===== config.mk =====
export PLATFORM = sky130hd
export DESIGN_NAME = decoder_scan_n_flat
export DESIGN_NICKNAME = d
export VERILOG_FILES = /design/src/rtl/decoder_scan_pkg.sv /design/src/rtl/decoder_scan_n_if.sv /design/src/rtl/decoder_scan_n_dwell_timer.sv /design/src/rtl/decoder_scan_n.sv /design/src/flat_wrapper.sv
export SDC_FILE = /design/constraint.sdc
export NUM_CORES = 1
export LEC_CHECK = 0
export ABC_AREA = 1
export CAP_MARGIN = 10
export CORE_MARGIN = 3
export CORE_UTILIZATION = 56
export CTS_BUF_LIST = sky130_fd_sc_hd__clkbuf_8
export DETAILED_ROUTE_END_ITERATION = 12
export MAX_ROUTING_LAYER = met4
export PLACE_DENSITY = 0.83
export SYNTH_ARGS = -nofsm -noshare
export SYNTH_HDL_FRONTEND = slang
export SYNTH_HIERARCHICAL = 1
export SYNTH_SLANG_ARGS = --single-unit

===== constraint.sdc =====
create_clock -name CLK -period 2.9 [get_ports CLK]
set_input_delay 0.29 -clock CLK [delete_from_list [all_inputs] [get_ports CLK]]
set_output_delay 0.29 -clock CLK [all_outputs]
set_load 0.005 [all_outputs]

===== src/rtl/decoder_scan_pkg.sv =====
// Shared mode codes and sweep FSM encoding for the scanning one-hot decoder.
package decoder_scan_pkg;

    localparam logic [1:0] MODE_DIRECT = 2'b00;
    localparam logic [1:0] MODE_SCAN   = 2'b01;
    localparam logic [1:0] MODE_SWEEP  = 2'b10;
    localparam logic [1:0] MODE_HOLD   = 2'b11;

    typedef enum logic [1:0] {
        ST_IDLE  = 2'b00,
        ST_SWEEP = 2'b01,
        ST_DONE  = 2'b10
    } state_e;

endpackage


===== src/rtl/decoder_scan_n_if.sv =====
// Control inputs and display outputs of decoder_scan_n, grouped as one bus.
interface decoder_scan_n_if #(
    parameter int N       = 3,
    parameter int DWELL_W = 8
);
    logic                 EN;
    logic [1:0]           MODE;
    logic [N-1:0]         A;
    logic [DWELL_W-1:0]   DWELL;
    logic                 START;
    logic [(2**N)-1:0]    B;
    logic [N-1:0]         IDX;
    logic                 BUSY;
    logic                 DONE;
    logic                 WRAP;

    modport master (
        output EN, MODE, A, DWELL, START,
        input  B, IDX, BUSY, DONE, WRAP
    );

    modport slave (
        input  EN, MODE, A, DWELL, START,
        output B, IDX, BUSY, DONE, WRAP
    );
endinterface


===== src/rtl/decoder_scan_n_dwell_timer.sv =====
// Dwell counter: counts 0..limit while running, ticks on compare-equal and restarts.
module dwell_timer #(
    parameter int DWELL_W = 8
) (
    input  logic               CLK,
    input  logic               RST,
    input  logic               run,
    input  logic               clear,
    input  logic [DWELL_W-1:0] limit,
    output logic               tick
);

    logic [DWELL_W-1:0] cnt_q, cnt_d;

    // Limit is compared live; a lowered limit is reached again after natural wrap.
    assign tick = run && !clear && (cnt_q == limit);

    always_comb begin
        cnt_d = cnt_q;
        if (clear) begin
            cnt_d = '0;
        end else if (run) begin
            cnt_d = tick ? '0 : cnt_q + DWELL_W'(1);
        end
    end

    always_ff @(posedge CLK) begin
        if (RST) cnt_q <= '0;
        else     cnt_q <= cnt_d;
    end

endmodule


===== src/rtl/decoder_scan_n.sv =====
// N-to-2^N registered one-hot decoder with direct, auto-scan, one-shot sweep and hold modes.
module decoder_scan_n
    import decoder_scan_pkg::*;
#(
    parameter int N       = 3,
    parameter int DWELL_W = 8
) (
    input  logic CLK,
    input  logic RST,
    decoder_scan_n_if.slave bus
);

    localparam int W = 2**N;
    localparam logic [N-1:0] IDX_MAX = '1;

    function automatic logic [W-1:0] onehot(input logic [N-1:0] i);
        onehot = W'(1) << i;
    endfunction

    state_e         state_q, state_d;
    logic [N-1:0]   idx_q, idx_d;
    logic [W-1:0]   b_q, b_d;
    logic           busy_q, busy_d;
    logic           done_q, done_d;
    logic           wrap_q, wrap_d;
    logic           run_c, clear_c, tick;

    // Timer controls depend only on inputs and state, never on tick.
    always_comb begin
        run_c   = 1'b0;
        clear_c = 1'b0;
        if (bus.EN) begin
            run_c   = (bus.MODE == MODE_SCAN) ||
                      (bus.MODE == MODE_SWEEP && state_q == ST_SWEEP);
            clear_c = (bus.MODE == MODE_DIRECT) ||
                      (bus.MODE == MODE_SWEEP && state_q == ST_IDLE && bus.START);
        end
    end

    dwell_timer #(.DWELL_W(DWELL_W)) u_dwell (
        .CLK   (CLK),
        .RST   (RST),
        .run   (run_c),
        .clear (clear_c),
        .limit (bus.DWELL),
        .tick  (tick)
    );

    always_comb begin
        state_d = state_q;
        idx_d   = idx_q;
        b_d     = b_q;
        busy_d  = busy_q;
        done_d  = 1'b0;
        wrap_d  = 1'b0;
        if (!bus.EN) begin
            b_d = '0;
        end else begin
            case (bus.MODE)
                MODE_DIRECT: begin
                    state_d = ST_IDLE;
                    busy_d  = 1'b0;
                    idx_d   = bus.A;
                    b_d     = onehot(bus.A);
                end
                MODE_SCAN: begin
                    state_d = ST_IDLE;
                    busy_d  = 1'b0;
                    if (tick) begin
                        idx_d  = idx_q + N'(1);
                        wrap_d = (idx_q == IDX_MAX);
                    end
                    b_d = onehot(idx_d);
                end
                MODE_SWEEP: begin
                    case (state_q)
                        ST_IDLE: begin
                            b_d    = '0;
                            busy_d = 1'b0;
                            if (bus.START) begin
                                state_d = ST_SWEEP;
                                idx_d   = bus.A;
                                busy_d  = 1'b1;
                                b_d     = onehot(bus.A);
                            end
                        end
                        ST_SWEEP: begin
                            // Last index finishing its dwell ends the sweep; START is ignored here.
                            if (tick && idx_q == IDX_MAX) begin
                                state_d = ST_DONE;
                                b_d     = '0;
                                busy_d  = 1'b0;
                                done_d  = 1'b1;
                            end else begin
                                if (tick) idx_d = idx_q + N'(1);
                                b_d = onehot(idx_d);
                            end
                        end
                        default: begin
                            state_d = ST_IDLE;
                            b_d     = '0;
                            busy_d  = 1'b0;
                        end
                    endcase
                end
                default: begin
                    state_d = ST_IDLE;
                    busy_d  = 1'b0;
                end
            endcase
        end
    end

    always_ff @(posedge CLK) begin
        if (RST) begin
            state_q <= ST_IDLE;
            idx_q   <= '0;
            b_q     <= '0;
            busy_q  <= 1'b0;
            done_q  <= 1'b0;
            wrap_q  <= 1'b0;
        end else begin
            state_q <= state_d;
            idx_q   <= idx_d;
            b_q     <= b_d;
            busy_q  <= busy_d;
            done_q  <= done_d;
            wrap_q  <= wrap_d;
        end
    end

    assign bus.B    = b_q;
    assign bus.IDX  = idx_q;
    assign bus.BUSY = busy_q;
    assign bus.DONE = done_q;
    assign bus.WRAP = wrap_q;

endmodule

===== src/flat_wrapper.sv =====
// flat-port wrapper written by rule: the top's interface ports become plain ports
module decoder_scan_n_flat import decoder_scan_pkg::*;
#(
    parameter int N       = 3,
    parameter int DWELL_W = 8
)
  (CLK, RST, bus_EN, bus_MODE, bus_A, bus_DWELL, bus_START, bus_B, bus_IDX, bus_BUSY, bus_DONE, bus_WRAP);
  decoder_scan_n_if #(.N(N), .DWELL_W(DWELL_W)) bus_i ();
  input  logic CLK;
  input  logic RST;
  input wire logic [$bits(bus_i.EN)-1:0] bus_EN;
  input wire logic [$bits(bus_i.MODE)-1:0] bus_MODE;
  input wire logic [$bits(bus_i.A)-1:0] bus_A;
  input wire logic [$bits(bus_i.DWELL)-1:0] bus_DWELL;
  input wire logic [$bits(bus_i.START)-1:0] bus_START;
  output wire logic [$bits(bus_i.B)-1:0] bus_B;
  output wire logic [$bits(bus_i.IDX)-1:0] bus_IDX;
  output wire logic [$bits(bus_i.BUSY)-1:0] bus_BUSY;
  output wire logic [$bits(bus_i.DONE)-1:0] bus_DONE;
  output wire logic [$bits(bus_i.WRAP)-1:0] bus_WRAP;
  assign bus_i.EN = bus_EN;
  assign bus_i.MODE = bus_MODE;
  assign bus_i.A = bus_A;
  assign bus_i.DWELL = bus_DWELL;
  assign bus_i.START = bus_START;
  assign bus_B = bus_i.B;
  assign bus_IDX = bus_i.IDX;
  assign bus_BUSY = bus_i.BUSY;
  assign bus_DONE = bus_i.DONE;
  assign bus_WRAP = bus_i.WRAP;
  decoder_scan_n #(.N(N), .DWELL_W(DWELL_W)) u_core (.CLK(CLK), .RST(RST), .bus(bus_i));
endmodule

==> summary.md <==
| Metric | Value |
|---|---|
| CTS tree | `done` |
| Max FO, Critical Path | `11` |
| DR vias/cell | `around 5.0` |
| Clock Latency Late Sink | `around 0.27 ns` |
| GRT overflow | `0` |
| Sw frac | `30.3%` |
| Startpoint class of the critical path | `input port` |
| Register area share after synthesis | `approximately a quarter` |
| Highest clock rate | `380 MHz` |
| Count of input and output buffers | `30` |
| Synth top area cells | `dfxtp_1, nand2_1, inv_1` |
| CP arrival | `approximately 2.8 ns` |
| Cells after synthesis | `between 200 and 300` |
| Antenna-violating nets left | `0` |
| RR Endpoint | `u_core/bus.B[4]$_SDFFE_PP0N_` |
| Worst slew pin tran | `between 0.5 and 0.6 ns` |
| CP required | `between 3 and 4 ns` |
| Hold_ws | `between 0.4 and 0.5 ns` |
| Synthesized area | `slightly below 2000 sq um` |
| Yosys top cell area share | `roughly a quarter` |
| WL per Instance | `about 12 um` |
| Post-synth ARST share | `0%` |
| Dpl hpwl | `around 3300 um` |
| Psw | `0.000243 W` |
| TritonCTS Sinks | `24` |
| R2R setup slack | `between 0.4 and 0.5 ns` |
| Worst setup path startpoint | `bus_MODE[0]` |
| Max_slew headroom | `slightly above 60%` |
| Final Hold Fails | `0` |
| Commonest cells after routing, fill and taps aside | `nand2_1, inv_1, clkdlybuf4s50_1` |
| Pwr/cell area | `between 300 and 400 nW/um^2` |
| CP endpoint | `u_core/bus.B[4]$_SDFFE_PP0N_` |
| Slew Limit Fails | `0` |
| Total GRT Usage | `between 20% and 30%` |
| Root buffer cell | `clkbuf_8` |
| Area Growth Syn to Fin | `21.6%` |
| Share of power burned in registers | `a little over two fifths` |
| Pint | `about 0.00056 W` |
| Die Ht | `around 65 um` |
| YS warnings | `6` |
| Area leader, netlist | `dfxtp_1` |
| Final WL | `about 4300 um` |
| Violation count after the first detailed-route iteration | `123` |
| Critical path class | `input port to flop` |
| Most used DFF post-synth | `dfxtp_1` |
| Hold-fix buffers, CTS | `0` |
| Die ar. | `4230 sq um` |
| Dpl ws | `-0.0433 ns` |
| Total Nets Final | `353` |
| Initial Util | `just over 60%` |
| Logic pwr share | `between 20 and 30%` |
| Worst IR Drop VDD | `roughly 0.22 mV` |
| CORE AREA | `approximately 3200 sq um` |
| Total negative slack | `0 ns` |
| Post-synth net total | `between 300 and 400` |
| PostCTS Resize Cnt | `0` |
| Postcts setup bufs | `0` |
| Period Utilization, post-route | `between 90% and 100%` |
| Initial antenna violation count | `0` |
| R2R Path Start | `u_core/state_q[0]$_SDFFE_PP0P_` |
| PnR worst setup slack | `between 0.2 and 0.3 ns` |
| Routability cong. | `just over 0.9` |
| Most common cell after layout, fill and taps aside | `nand2_1` |
| Critical path endpoint category | `flop` |
| Fin crit period | `between 2 and 3 ns` |
| Max clock buf depth | `2` |
| Avg Cell Area, Syn | `approximately 6.7 sq um` |
| Max cap viols | `0` |
| H-tree levels | `1` |
| Clock network fraction of total power | `between 20% and 30%` |
| Outcome | `complete, no violations` |
| FF-to-FF path depth | `20` |
| Total CTS buffers | `3` |
| Yosys reg bits | `24` |
| Unrepaired setup endpoints after global routing | `false` |
| Worst Hold Class | `flop to flop` |
| Die width | `around 65 um` |
| Share of layout cells above drive strength 1 | `a little over a fifth` |
| Placed instance count | `roughly 370` |
| Vias | `~1900` |
| Worst-path clk slew | `approximately 0.090 ns` |
| Cell Count, Final, Fillers Out | `~370` |
| # DRC | `0` |
| Final setup viols | `0` |
| First-pass GRT wire length | `between 7000 and 8000 um` |
| Distinct cells, synth | `35` |
| Post-synth EDFFs | `0` |
| Site Rows | `20` |
| Clock Skew | `between 0.007 and 0.008 ns` |
| Vias in the first global route | `1804` |
| Diode count | `0` |
| Io pins | `31` |
| Pre-Repair DR Iteration Count | `4` |
| Leak | `around 1.1 nW` |
| Largest net degree at the start of global routing | `18` |
[cells by family after synthesis]
group	count (synthesis)	share of synthesized area, %
AOI/OAI and AO/OA	32	12.1
and+or+nand+nor	172	43.7
xor gates and xnor gates	8	3.59
buffers and inverters	48	11.0
DFF	24	24.6
adders and majority gates	7	4.49
muxes	1	0.513
[how the worst min path moves through the flow]
stage / start / end / slack (ns) / depth (start not counted)
2_1_floorplan: RST / u_core/bus.BUSY$_SDFFE_PP0P_ / 0.36 / 1
3_3_place_gp: u_core/bus.BUSY$_SDFFE_PP0P_ / u_core/bus.BUSY$_SDFFE_PP0P_ / 0.45 / 2
3_5_place_dp: u_core/bus.BUSY$_SDFFE_PP0P_ / u_core/bus.BUSY$_SDFFE_PP0P_ / 0.46 / 2
4_1_cts: u_core/bus.BUSY$_SDFFE_PP0P_ / u_core/bus.BUSY$_SDFFE_PP0P_ / 0.48 / 2
5_1_grt: u_core/bus.BUSY$_SDFFE_PP0P_ / u_core/bus.BUSY$_SDFFE_PP0P_ / 0.50 / 2
6_report: u_core/bus.BUSY$_SDFFE_PP0P_ / u_core/bus.BUSY$_SDFFE_PP0P_ / 0.48 / 2
[per-stage QoR]
stage / utilization (%) / instance area [sq um] / total power [W]
after floorplan: - / 1950 / 0.000505
after global placement: 72.8 / 2310 / 0.000579
after detailed placement: 72.8 / 2310 / 0.000582
after CTS: 74.5 / 2370 / 0.000811
after global routing: 74.6 / 2370 / 0.000857
final: 74.6 / 2370 / 0.000803
[power groups by stage]
| stage | logic (W) | clock network (W) | registers, W |
|---|---|---|---|
| final | 0.000225 | 0.000226 | 0.000352 |
| after global routing | 0.000249 | 0.000253 | 0.000355 |
| after CTS | 0.000224 | 0.000235 | 0.000352 |
| after detailed placement | 0.000222 | 0 | 0.000360 |
| after global placement | 0.000219 | 0 | 0.000360 |
| after floorplan | 0.000145 | 0 | 0.000359 |
[cell type report]
cell class              count  area [sq um]
repair buffers             38           360
flip-flops and latches     24           480
multi-input cells         220          1250
inverters                  42           165
clock buffers               4          55.1
well taps                  44          55.1
fillers                   269           807
[sequential cells by signal, summed over array words and instances, names as in the netlist]
signal                flops
u_core/bus.IDX            3
u_core/u_dwell/cnt_q      8
u_core/bus.DONE           1
u_core/bus.WRAP           1
u_core/bus.BUSY           1
u_core/state_q            2
u_core/bus.B              8
[routing by layer]
layer | wire (um) | vias to the layer above | share of wire, % | track usage [%]
met1 | 1970 | 825 | 46 | 27.0
met4 | 21 | 0 | 0.49 | 9.07
met2 | 2090 | 55 | 48 | 38.7
li1 | - | 987 | - | -
met3 | 230 | 2 | 5.3 | 4.51
met5 | 0 | - | 0 | -
[worst max-delay path, cell delays in order]
cell and delay [ns]:
clkdlybuf4s50_1 0.45, inv_1 0.10, ha_1 0.24, nand2_4 0.07, a21oi_1 0.18, nand2_1 0.08
nor2_1 0.10, nand2_1 0.07, nor2_2 0.12, nand3_2 0.12, inv_2 0.14, nand2_1 0.06
nand2_1 0.07, nand2_2 0.16, inv_4 0.14, nand3_1 0.09, nand2_1 0.08, inv_1 0.05
nand2_1 0.06, nand2_1 0.06, a21oi_2 0.10
[Yosys cell counts, types with 2 or more instances]
cell type	n
nand2_1	92
inv_1	34
dfxtp_1	24
nor2_1	19
nand3_1	14
nor2_2	10
nor3_1	9
a21oi_2	8
o21ai_0	8
or2_2	8
ha_1	7
inv_2	7
xor2_1	7
a21oi_1	6
nor2_4	5
nand2_2	4
nand2_4	4
nand3_2	4
a22o_1	3
a31oi_1	2
buf_6	2
o21ai_2	2
Note: power is estimated with default switching activity, not from simulation.
